==> config.mk <==
export PLATFORM = sky130hd
export DESIGN_NAME = panda_lsu
export DESIGN_NICKNAME = d
export VERILOG_FILES = /design/src/rtl/panda_lsu.sv
export SDC_FILE = /design/constraint.sdc
export NUM_CORES = 1
export LEC_CHECK = 0
export CORE_ASPECT_RATIO = 1.4
export CORE_MARGIN = 5
export CORE_UTILIZATION = 36
export DETAILED_ROUTE_END_ITERATION = 16
export PLACE_DENSITY = 0.82
export SYNTH_ARGS = -nofsm -noshare
export SYNTH_HDL_FRONTEND = slang
export SYNTH_SLANG_ARGS = --single-unit
==> constraint.sdc <==
create_clock -name clk_i -period 2 [get_ports clk_i]
set_clock_uncertainty 0.15 [all_clocks]
set_input_delay 0.4 -clock clk_i [delete_from_list [all_inputs] [get_ports clk_i]]
set_output_delay 0.4 -clock clk_i [all_outputs]
set_load 0.05 [all_outputs]
==> src/rtl/panda_lsu.sv <==
// rtl/panda_lsu.sv - load/store unit between execute stage and panda_ram
module panda_lsu #(
  parameter int DataWidth = 32,
  parameter int Depth     = 64
) (
  input  logic                     clk_i,
  input  logic                     rst_ni,
  input  logic                     req_valid_i,
  output logic                     req_ready_o,
  input  logic                     req_we_i,
  input  logic [1:0]               req_size_i,
  input  logic                     req_unsigned_i,
  input  logic [31:0]              req_addr_i,
  input  logic [DataWidth-1:0]     req_wdata_i,
  output logic                     rsp_valid_o,
  input  logic                     rsp_ready_i,
  output logic [DataWidth-1:0]     rsp_rdata_o,
  output logic                     rsp_err_o,
  output logic                     ram_ce_o,
  output logic [3:0]               ram_we_o,
  output logic [$clog2(Depth)-1:0] ram_addr_o,
  output logic [DataWidth-1:0]     ram_wdata_o,
  input  logic [DataWidth-1:0]     ram_rdata_i
);

  localparam int          AddrW     = $clog2(Depth);
  localparam logic [31:0] ByteLimit = 32'(Depth * 4);

  localparam logic [1:0] SIZE_B = 2'd0;
  localparam logic [1:0] SIZE_H = 2'd1;
  localparam logic [1:0] SIZE_W = 2'd2;

  localparam logic [1:0] IDLE     = 2'd0;
  localparam logic [1:0] RSP_LIVE = 2'd1;
  localparam logic [1:0] RSP_HELD = 2'd2;

  logic [1:0]           state_q;
  logic                 accept;
  logic                 req_err;
  logic                 ram_access;
  logic [1:0]           off_q;
  logic [1:0]           size_q;
  logic                 uns_q;
  logic                 we_q;
  logic                 err_q;
  logic [DataWidth-1:0] hold_q;
  logic [DataWidth-1:0] live_data;

  // A new request can only be taken when the previous response leaves this cycle.
  assign req_ready_o = (state_q == IDLE) || rsp_ready_i;
  assign accept      = req_valid_i && req_ready_o;

  // Classify the incoming request: illegal size, misalignment, beyond the RAM.
  always_comb begin
    req_err = 1'b0;
    case (req_size_i)
      SIZE_B:  req_err = 1'b0;
      SIZE_H:  req_err = req_addr_i[0];
      SIZE_W:  req_err = |req_addr_i[1:0];
      default: req_err = 1'b1;
    endcase
    if (req_addr_i >= ByteLimit) begin
      req_err = 1'b1;
    end
  end

  // Reset gating keeps the RAM quiet while rst_ni is low even though IDLE reports ready.
  assign ram_access = accept && !req_err && rst_ni;
  assign ram_ce_o   = ram_access;
  assign ram_addr_o = req_addr_i[AddrW+1:2];

  // Byte enables and lane-replicated store data; enables stay clear for loads and errors.
  always_comb begin
    ram_we_o    = 4'b0000;
    ram_wdata_o = req_wdata_i;
    case (req_size_i)
      SIZE_B: begin
        ram_we_o    = 4'b0001 << req_addr_i[1:0];
        ram_wdata_o = {4{req_wdata_i[7:0]}};
      end
      SIZE_H: begin
        ram_we_o    = 4'b0011 << {req_addr_i[1], 1'b0};
        ram_wdata_o = {2{req_wdata_i[15:0]}};
      end
      SIZE_W:  ram_we_o = 4'b1111;
      default: ram_we_o = 4'b0000;
    endcase
    if (!(ram_access && req_we_i)) begin
      ram_we_o = 4'b0000;
    end
  end

  // Align the addressed lane to bit 0 and extend it to the full width.
  function automatic logic [DataWidth-1:0] fmt_load(
    input logic [DataWidth-1:0] raw,
    input logic [1:0]           off,
    input logic [1:0]           size,
    input logic                 uns
  );
    logic [DataWidth-1:0] lane;
    lane = raw >> {off, 3'b000};
    case (size)
      SIZE_B:  fmt_load = {{24{~uns & lane[7]}}, lane[7:0]};
      SIZE_H:  fmt_load = {{16{~uns & lane[15]}}, lane[15:0]};
      default: fmt_load = lane;
    endcase
  endfunction

  // Stores and rejected accesses answer with zero data.
  assign live_data = (we_q || err_q) ? '0 : fmt_load(ram_rdata_i, off_q, size_q, uns_q);

  // Response FSM, request attributes and stall hold register.
  always_ff @(posedge clk_i or negedge rst_ni) begin
    if (!rst_ni) begin
      state_q <= IDLE;
      off_q   <= 2'd0;
      size_q  <= 2'd0;
      uns_q   <= 1'b0;
      we_q    <= 1'b0;
      err_q   <= 1'b0;
      hold_q  <= '0;
    end else begin
      case (state_q)
        IDLE: begin
          if (accept) begin
            state_q <= RSP_LIVE;
          end
        end
        RSP_LIVE: begin
          if (rsp_ready_i) begin
            state_q <= accept ? RSP_LIVE : IDLE;
          end else begin
            // RAM output is only valid for one cycle, so park it before it changes.
            hold_q  <= live_data;
            state_q <= RSP_HELD;
          end
        end
        RSP_HELD: begin
          if (rsp_ready_i) begin
            state_q <= accept ? RSP_LIVE : IDLE;
          end
        end
        default: state_q <= IDLE;
      endcase
      if (accept) begin
        off_q  <= req_addr_i[1:0];
        size_q <= req_size_i;
        uns_q  <= req_unsigned_i;
        we_q   <= req_we_i;
        err_q  <= req_err;
      end
    end
  end

  // Response outputs: live RAM data first cycle, hold register while stalled, zero when idle.
  always_comb begin
    rsp_valid_o = 1'b0;
    rsp_rdata_o = '0;
    rsp_err_o   = 1'b0;
    case (state_q)
      RSP_LIVE: begin
        rsp_valid_o = 1'b1;
        rsp_rdata_o = live_data;
        rsp_err_o   = err_q;
      end
      RSP_HELD: begin
        rsp_valid_o = 1'b1;
        rsp_rdata_o = hold_q;
        rsp_err_o   = err_q;
      end
      default: begin
        rsp_valid_o = 1'b0;
        rsp_rdata_o = '0;
        rsp_err_o   = 1'b0;
      end
    endcase
  end

endmodule

Yosys cells after proc, flatten, opt, wreduce, memory -nomap -nowiden
Index checks and enable logic that the tools add are counted.
- word-level logic and storage cells: 51
- bits in registers: 41
- reduce and logical (&&, ||, !) cells: 14
- multiplexer cells: 15
- equal/unequal tests: 7
- bitwise gates (word level): 4
- shift-type cells: 3
- order comparisons: 1
- operators by type and width (cell ; count):
    32-bit one-hot mux with 2 select lines ; 3
    32-bit by 9-bit greater-or-equal comparator with 1-bit output, second input constant ; 1
    32-bit two-way mux ; 1
    32-bit by 5-bit right shift with 32-bit output ; 1
    4-bit one-hot mux with 3 select lines ; 1
    2-bit by 1-bit == test with 1-bit output, second input constant ; 3
    2-bit logical NOT ; 3
    2-bit two-way mux ; 3
    2-bit one-hot mux with 3 select lines ; 1
    2-bit == test, second input constant ; 2
    1-bit logical AND ; 4
    1-bit two-way mux ; 4
    4-bit two-way mux ; 1
    2-bit != test, second input constant ; 2
    2-bit AND reduction ; 2
    2-bit OR reduction ; 2
    1-bit by 2-bit << shifter with 4-bit output, first input constant ; 1
    2-bit by 2-bit << shifter with 4-bit output, first input constant ; 1
    1-bit one-hot mux with 3 select lines ; 1
    1-bit AND ; 2
    1-bit logical OR ; 2
    1-bit NOT ; 2
    1-bit logical NOT ; 1

Longest topological paths before layout
Gate-level depths: netlist of the first run.
- word-level depth: 8
- depth in mapped cells: 8

Worst setup path after synthesis of the first run
OpenSTA, ideal clock, no wires.
- path type: flip-flop to output port
- start: register state_q[0]
- end: output ram_we_o[0]
- data arrival time: 2587 ps
- path slack: -1137 ps
- path buffers: 1
- cell stages (with the launch flop): 8
- cells stage by stage: dfrtp_1 > inv_1 > ha_1 > o21a_1 > nand2_1 > or4_1 > clkbuf_1 > nor3_1
- longest elaborated chain between the ends: 7
- ends and longest elaborated chain (what ; RTL line ; text):
    start, declared ; 37 ; logic [1:0] state_q;
    start signal, assigned ; 131 ; state_q <= accept ? RSP_LIVE : IDLE;
    start signal, assigned ; 140 ; state_q <= accept ? RSP_LIVE : IDLE;
    2-bit logical NOT ; 50 ; assign req_ready_o = (state_q == IDLE) || rsp_ready_i;
    1-bit logical OR ; 50 ;
    1-bit logical AND ; 51 ; assign accept = req_valid_i && req_ready_o;
    1-bit logical AND (2 in series) ; 68 ; assign ram_access = accept && !req_err && rst_ni;
    1-bit logical AND ; 88 ; if (!(ram_access && req_we_i)) begin
    4-bit two-way mux ; 88 ;
    end, declared ; 20 ; output logic [3:0] ram_we_o,
Every way passes these cells.

Worst setup path after layout of the first run
- start: register state_q[0]
- end: output ram_we_o[1]
Same word-level chain as after synthesis.

==> flow_summary.toml, run 1 <==
[run_status]
status = "complete, but fails checks"
violations = "setup timing"

[synthesis]
yosysMostFrequentCell = "nand2_1"
yosys-top-cells-area = "dfrtp_1, mux2_2, mux2i_1"
synth_common_cells = "nand2_1, dfrtp_1, o21ai_0"
synthesis.area_um2 = 3260
synth-main-ff-cell = "dfrtp_1"
yosys.area.top_type = "dfrtp_1"
synthDistinctLibCells = 46
synth-seq-cells = 41
synth-edff-count = 0
yosys.area.top_type_share_pct = 31.4
yosysWarnings = 0
synth_nets = 470
ys_async_sr_fraction_pct = 100
postSynthCellCount = 362
ys_seq_area_share_pct = 31.4
synth.avg_cell_area_um2 = 9.02

[route]
wirelength_met1_um = 5930
ant_nets = 0
wl_met2_um = 10500
detail_route.wl_per_cell_um = 27.3
top_layer_used = "met4"
wl_met3_um = 1670
vias_per_cell = 6.43
drc = 0
vias = 4669
dr.pass1.iters = 5
routed_wl_um = 19800
drt_iter0_markers = 394

[timing]
post-route-min-period_ps = 2790
timing.final.crit_share_pct = 139
tightest_slew_ps = 574
rsz0062_at_grt = "true"
finalHoldViolCount = 0
fin_ws_ps = -790
max_slew_margin_pct = 61.8
setup_violations = 71
max_freq_mhz = 358
slew_viol_final = 0

[placed_design]
io_buffers = 169
place_congestion = 0.913
dp_hpwl_um = 11600

[cts]
clk_pin_slew_ps = 60
htreeDepth = 2
cts_root_buffer = "clkbuf_16"
insertion_delay_ps = 290
ctsHoldBuffers = 0
cts_inserted_buffers = 5
clock-sinks = 41
cts_tree = "built"
cts_buffer_depth = 2

[grt]
grt_max_degree = 42
antenna_found_initial = 1
grtUsageTotal_pct = 31.3
grt-ovfl-total = 0
grt_pass1_vias = 4970
grt_pass1_wl_um = 27100

[setup_path]
start_kind = "flip-flop"
crit_path_top_delay_cell = "or4_4"
regToRegSetupSlack_ps = -500
crit_path_max_incr_delay_ps = 660
rr_worst_depth = 12
path_cells = "inv_2 -> ha_4 -> o21a_1 -> nand2_1 -> or4_4 -> nor3_4 -> buf_12"
end_kind = "output pin"
critical_path_class = "reg2out"
reg2reg_to = "hold_q[18]"
crit_fanout = 6
cp.required_ps = 1450
cp.arrival_ps = 2240
timing.rr.start = "state_q[1]"

[die]
die_w_um = 90.5
rows = 41
die_area_um2 = 11100
start_util_pct = 36.6
die_h_um = 123
ios = 182
core_um2 = 8930

[power]
power.density_nw_per_um2 = 835
peakVddDrop_mv = 1.05
finalPower_mw = 6.18
power.leakage_nw = 3.39

[final_layout]
drive_gt1_share_pct = 54.9
fin_nets = 725
final_util_pct = 82.9
area_growth_syn_to_layout_pct = 127

[flow_run]
cap_viol_max_count = 0

[hold_path]
min_path_type = "in2async"
==> power breakdown <==
group / internal, mW / switching, mW / total, mW / leakage [nW]
sequential: 0.894 / 0.106 / 1.00 / 0.552
clock: 0.625 / 0.350 / 0.975 / 0.0841
combinational: 2.01 / 2.20 / 4.21 / 2.76
==> area by class of cell <==
type                    count  area [um2]
diodes                      1        2.50
clock buffers               7         143
clock inverters             1        30.0
fillers                   396        1530
inverters                   8        30.0
multi-input cells         275        2690
flip-flops and latches     41        1030
well taps                 107         134
repair buffers            286        3340
==> cells by family after synthesis <==
| group | synth area share [%] |
|---|---|
| xor+xnor | 0.268 |
| mux | 16.0 |
| compound gates | 27.3 |
| flops | 31.4 |
| fa+ha+maj | 1.53 |
| simple gates | 15.6 |
| buf+inv | 7.90 |
==> critical path, delay by kind of cell, from the launching register on <==
kind / cells / cell delay (ps)
adder cells (fa/ha/maj): 1 / 140
AO/OA/AOI/OAI: 1 / 140
flip-flops: 1 / 410
AND/OR/NAND/NOR: 3 / 980
buffers and inverters: 2 / 280
==> per-layer routing <==
layer | vias up | track usage, %
li1 | 1859 | -
met1 | 2257 | 28.5
met2 | 408 | 59.3
met3 | 145 | 8.09
met4 | 0 | 22.7
met5 | - | 0
==> flip-flops by register name, summed over array words and instances (netlist names) <==
name / flops
off_q: 2
state_q: 2
size_q: 2
we_q: 1
uns_q: 1
hold_q: 32
err_q: 1
==> how the worst max path moves through the flow <==
stage,startpoint,endpoint,slack (ps),cells after the start
6_report,state_q[0],ram_we_o[1],-790,7
5_1_grt,state_q[1],ram_we_o[1],-850,7
4_1_cts,state_q[1],ram_we_o[1],-720,8
3_5_place_dp,req_addr_i[19],ram_we_o[1],-970,7
3_3_place_gp,req_addr_i[27],ram_we_o[2],-860,7
2_1_floorplan,state_q[0],ram_we_o[0],-470,7
==> repair_timing <==
action | 4_1_cts | 5_1_grt
setup endpoints to repair | 87 | 84
buffers inserted | 21 | 15
pin swaps | 43 | 28
resized for setup | 105 | 57
cloned | 3 | 0
==> through the flow <==
step                      area [um2]  instances  TNS, ps  hold slack [ps]  setup WS, ps
after floorplan                 3770        362   -10520            -45.6          -474
after global placement          6520        685   -38930              335          -855
after detailed placement        6520        685   -43400              352          -968
after CTS                       7120        715   -28180             93.2          -717
after global routing            7400        726   -39120              163          -846
final                           7400        726   -36410              120          -790
==> placed cells by master (no fill, tap or decap), types with 3 or more instances in the layout <==
master           Yosys  layout
dfrtp_2              0       3
dlymetal6s2s_1       0       3
nor4_2               0       5
a22o_1              14       7
mux2_4               0      14
buf_12               0      66
buf_6                2      24
a21oi_1             10       9
ha_4                 0       3
mux2_2              25      11
o21ai_0             37      16
nor2_4               0       4
clkdlybuf4s50_1      0      64
a22o_4               0       7
buf_4               15      89
nand2_4              0       9
dfrtp_1             41      38
nor2_1              18      14
buf_8                0      10
nand2_1             56      44
nor3_4               0       4
and2_4               0       4
mux2i_4              0       5
a221o_1             22       6
o211ai_1             8       8
mux2i_1             24      19
a221o_2             10      26
o21ai_4              0      11
o21ai_2              0       9
dlygate4sd2_1        0      27
clkbuf_16            0       5
nand2_2              0       3
inv_1                8       6
Power figures use the tool's default switching activity.
==> run 2: changes to the inputs <==
REMOVE_ABC_BUFFERS = 1   (was default)
==> run 2 against run 1 <==
Net effect: clock power down 16%; sequential share of layout area up 0.65 points; the run still ends with setup timing left; sequential power about the same; largest power group unchanged; largest cell class unchanged; cell count grew 1.2%; maximum frequency is 0.84% higher; total power decreased by 11%.
==> flow_summary.toml, run 2 (synthesis gave the netlist of run 1 again) <==
[grt]
grt-ovfl-total = 0
grtUsageTotal_pct = 28.3
grt_max_degree = 42
grt_pass1_vias = 4590
grtUsageMet3_pct = 8.46
antenna_found_initial = 2
use_met2_pct = 51.1
grt_busiest_layer = "met2"
grt_use_met1_pct = 27.4
grt_pass1_wl_um = 24600

[power]
power.leakage_nw = 3.22
swShare_pct = 42.4
p_comb_share_pct = 67.0
internal_power_mw = 3.16
p_seq_share_pct = 18.2
finalPower_mw = 5.50
power.switching_mw = 2.33
peakVddDrop_mv = 1.03
clockPowerShare_pct = 14.8
power.density_nw_per_um2 = 778

[route]
drc = 0
routed_wl_um = 18200
dr.pass1.iters = 5
drt_iter0_markers = 479
ant_nets = 0
detail_route.wl_per_cell_um = 24.8
vias_per_cell = 6.22
vias = 4572

[placed_design]
dpl_cell_area_um2 = 5990
io_buffers = 169
place_congestion = 0.880
pre_cts_ws_ps = -1150
dp_hpwl_um = 10900

[cts]
htreeDepth = 2
cts_buffer_depth = 2
cts_inserted_buffers = 5
insertion_delay_ps = 290
cts_tree = "built"
cts_root_buffer = "clkbuf_16"
clk_pin_slew_ps = 60
clock-sinks = 41
ctsHoldBuffers = 0

[timing]
post-route-min-period_ps = 2770
tightest_slew_ps = 555
fin_ws_ps = -766
max_slew_margin_pct = 63.0
slew_viol_final = 0
max_freq_mhz = 361
timing.setup.tns_ps = -29880
rsz0062_at_grt = "true"
finalHoldViolCount = 0
setup_violations = 64
timing.final.crit_share_pct = 138

[die]
rows = 41
start_util_pct = 36.6
core_um2 = 8930
die_area_um2 = 11100
die_h_um = 123
die_w_um = 90.5
ios = 182

[final_layout]
largest_reg_flops = 32
final_common_cell = "buf_4"
fin_nets = 734
final_util_pct = 79.1
drive_gt1_share_pct = 49.2
finalInstanceArea_um2 = 7060
area_growth_syn_to_layout_pct = 116
largest_register = "hold_q"
mostFrequentLayoutCells = "buf_4, clkdlybuf4s50_1, nand2_1, buf_12, dfrtp_1"

[setup_path]
critPathMostFrequentCell = "buf_12"
path_delay_family = "compound AO/OA/AOI/OAI gates"
crit_buf_inv = 2
crit_fanout = 16
critical_path_class = "reg2out"
cp.arrival_ps = 2220
path_cells = "nor3b_1 -> o21ai_2 -> a2111oi_4 -> buf_12 -> a221o_1 -> buf_12"
end_kind = "output pin"
crit_path_max_incr_delay_ps = 480
cp.required_ps = 1450
crit_path_top_delay_cell = "dfrtp_2"
start_kind = "flip-flop"

[run_status]
status = "complete, but fails checks"
violations = "setup timing"

[flow_run]
cap_viol_max_count = 0

[hold_path]
min_path_type = "in2async"
## run 2: cell types whose count changed in the layout (fill, tap and decap cells not counted), sizes merged
cell	delta
and2	-2
dlygate4sd2	-7
buf	+10
clkdlybuf4s50	-1
diode	+1
bufbuf	+1
bufinv	-1
dlymetal6s2s	+8
## run 2: cell type report
cell class                      instances  area, um2
Multi-Input combinational cell        273       2330
Timing Repair Buffer                  297       3390
Sequential cell                        41       1030
Clock buffer                            7        143
Antenna cell                            2       5.00
Inverter                                8       30.0
Tap cell                              107        134
Fill cell                             469       1870
## run 2: repair_timing
item / CTS / global route
cloned: 4 / 0
pin swaps: 32 / 21
setup endpoints to repair: 89 / 81
endpoints found under the hold margin: 0 / 0
setup buffers: 16 / 20
gates resized for setup: 132 / 70
## run 2: path summary, 6_finish.rpt
kind,start,endpoint,slack (ps),cells past startpoint
min in group clk_i,hold_q[2],hold_q[2],360,2
max in group asynchronous,rst_ni,off_q[0],1190,2
setup reg to reg,state_q[1],hold_q[27],-320,10
hold / removal,rst_ni,hold_q[2],90,2
setup / recovery,off_q[0],rsp_rdata_o[26],-770,6
hold reg to reg,hold_q[2],hold_q[2],360,2
## run 2: power by group through the flow
| stage | combinational (mW) | sequential, mW | clock, mW |
|---|---|---|---|
| 2_1_floorplan | 1.08 | 1.09 | 0 |
| 3_3_place_gp | 2.45 | 0.963 | 0 |
| 3_5_place_dp | 2.52 | 0.972 | 0 |
| 4_1_cts | 3.08 | 0.984 | 0.809 |
| 5_1_grt | 3.81 | 1.01 | 0.866 |
| 6_report | 3.68 | 0.998 | 0.815 |
## run 2: metal layers
layer / part of all wire (%) / routed length, um / vias to the layer above
met5: 0 / 0 / -
met4: 9.3 / 1690 / 0
met3: 11 / 2070 / 136
met2: 50 / 9130 / 407
met1: 29 / 5360 / 2147
li1: - / - / 1882
## run 2: metrics by stage
stage,hold slack (ps),cells
after floorplan,-45.6,322
after global placement,313,690
after detailed placement,331,690
after CTS,102,715
after global routing,117,734
final,94.3,735
==> patch: new RTL, settings of run 2 <==
Reset style: synchronous (`rst_ni`), changed in one clocked block.
--- a/src/rtl/panda_lsu.sv
+++ b/src/rtl/panda_lsu.sv
@@ -110,7 +110,7 @@
   assign live_data = (we_q || err_q) ? '0 : fmt_load(ram_rdata_i, off_q, size_q, uns_q);
 
   // Response FSM, request attributes and stall hold register.
-  always_ff @(posedge clk_i or negedge rst_ni) begin
+  always_ff @(posedge clk_i) begin
     if (!rst_ni) begin
       state_q <= IDLE;
       off_q   <= 2'd0;
Behaviour: differs if rst_ni is asserted again (counterexample within 4 cycles, from zero or initial values and one cycle with rst_ni low); with rst_ni held inactive, the same outputs for 10 cycles.
==> patch against run 2 <==
The run still ends with negative setup slack left. Final cell count grew 10%. Area after synthesis fell by 2.5%. Critical path depth is 1 higher. Core utilization increased by 5.8 points. Register-to-register slack improved by 0.04 ns. Sequential share of layout area is 3.1 points lower. Non-clock buffer count increased by 31. Wire length is 19% higher. Setup slack gained 0.061 ns. Cell area is 3.6% higher. Sequential cell count unchanged.
Power is not compared: it rests on default switching activity, and its combinational part moved more than twofold at a synthesized area within 25%.
==> patch: results <==
metrics = {
    "status": {
        "status": "finished with violations",
        "violations": "negative setup slack",
    },
    "setup_path": {
        "reg2reg_depth": 13,
        "cp_data_arrival_time_ns": 2.16,
        "crit_path_max_fanout": 6,
        "r2r_slack_ns": -0.28,
    },
    "cells_and_area": {
        "drive_above_1_share": 0.516,
        "n_fill_cell": 377,
        "layout.nets": 813,
        "diodes": 0,
    },
    "sta": {
        "setup_violations": 75,
        "fin_setup_tns_ns": -26.08,
        "worst_pin_slew_ns": 0.409,
        "fin_ws_ns": -0.705,
    },
    "route": {
        "dr.pass1.iters": 7,
        "vias": 5127,
        "drtIter0Drc": 577,
        "wl_mm": 21.7,
    },
    "synthesis": {
        "async_reset_ff_frac": 0,
        "ys_types": 44,
        "netlist_top_cells_area": "dfxtp_1 (26%), mux2i_1 (9.4%), nand2_1 (8.4%)",
        "ys.flop_type": "dfxtp_1",
        "synth_common_cells": "nand2_1 (71), dfxtp_1 (41), o21ai_0 (38)",
    },
    "global_route": {
        "grt_max_degree": 30,
        "grt_pass1_vias": 5243,
        "grt_use_total": 0.323,
        "grt_antenna_before_repair": 0,
        "grt_pass1_wl_mm": 26.9,
    },
    "placement": {
        "dp_hpwl_mm": 10.6,
        "gp_congestion": 0.924,
    },
    "clocking": {
        "worstSkewPairLatency_ns": 0.29,
    },
    "worst_hold_path": {
        "hold_path.class": "flop to flop",
    },
}
[patch: layout make-up]
class / count / area share
clock buffers: 5 / 0.0171
clock inverters: 2 / 0.00479
inverters: 10 / 0.00513
multi-input cells: 319 / 0.360
flip-flops and latches: 41 / 0.114
well taps: 105 / 0.0180
repair buffers: 328 / 0.481
[patch: worst paths after layout]
path	startpoint	end
max	req_addr_i[16]	ram_we_o[3]
min	hold_q[28]	hold_q[28]
max reg2reg	off_q[1]	hold_q[1]
min reg2reg	hold_q[28]	hold_q[28]
[patch: where the power goes]
group / leakage (nW) / switching (mW) / internal [mW] / total [mW]
Clock: 0.0797 / 0.350 / 0.580 / 0.931
Combinational: 2.73 / 0.925 / 0.893 / 1.82
Sequential: 0.336 / 0.0385 / 0.852 / 0.891
Total: 3.15 / 1.31 / 2.33 / 3.64
[patch: worst max-delay path: stages]
cell and delay, ns:
clkdlybuf4s15_1 0.17, nor4_1 0.29, nand4_1 0.17, or4_4 0.64
nor3_4 0.22, buf_6 0.13, buf_12 0.12
[patch: repair_timing]
action / CTS / global route
cloned: 0 / 5
resized for setup: 237 / 76
pin swaps: 47 / 46
hold buffers: 0 / 0
setup endpoints to repair: 82 / 79
setup buffers: 47 / 18
[patch: layer usage]
layer  vias up  GRT usage  wire length [um]
met5         -          0                 0
met4         0      0.194              2060
met3       180     0.0890              2530
met2       516      0.579             10500
met1      2382      0.319              6550
li1       2049          -                 -
[patch: kinds of logic (layout without fill, tap and decap cells)]
logic type / Yosys count / in the layout / synth area share
buffers and inverters: 48 / 345 / 0.0822
AO/OA/AOI/OAI: 119 / 119 / 0.254
adder cells (fa/ha/maj): 4 / 4 / 0.0157
AND/OR/NAND/NOR: 141 / 141 / 0.200
flip-flops: 41 / 41 / 0.258
multiplexers: 55 / 55 / 0.190
[patch: through the flow]
step                cell area, sq um  power, mW  setup WS, ns  std cells
floorplan                       2960       1.45         -1.64        370
global placement                5930       2.19        -0.984        759
detailed placement              5930       2.23         -1.02        759
CTS                             6940       3.43        -0.523        811
global route                    7310       3.72        -0.810        810
finish                          7310       3.64        -0.705        810
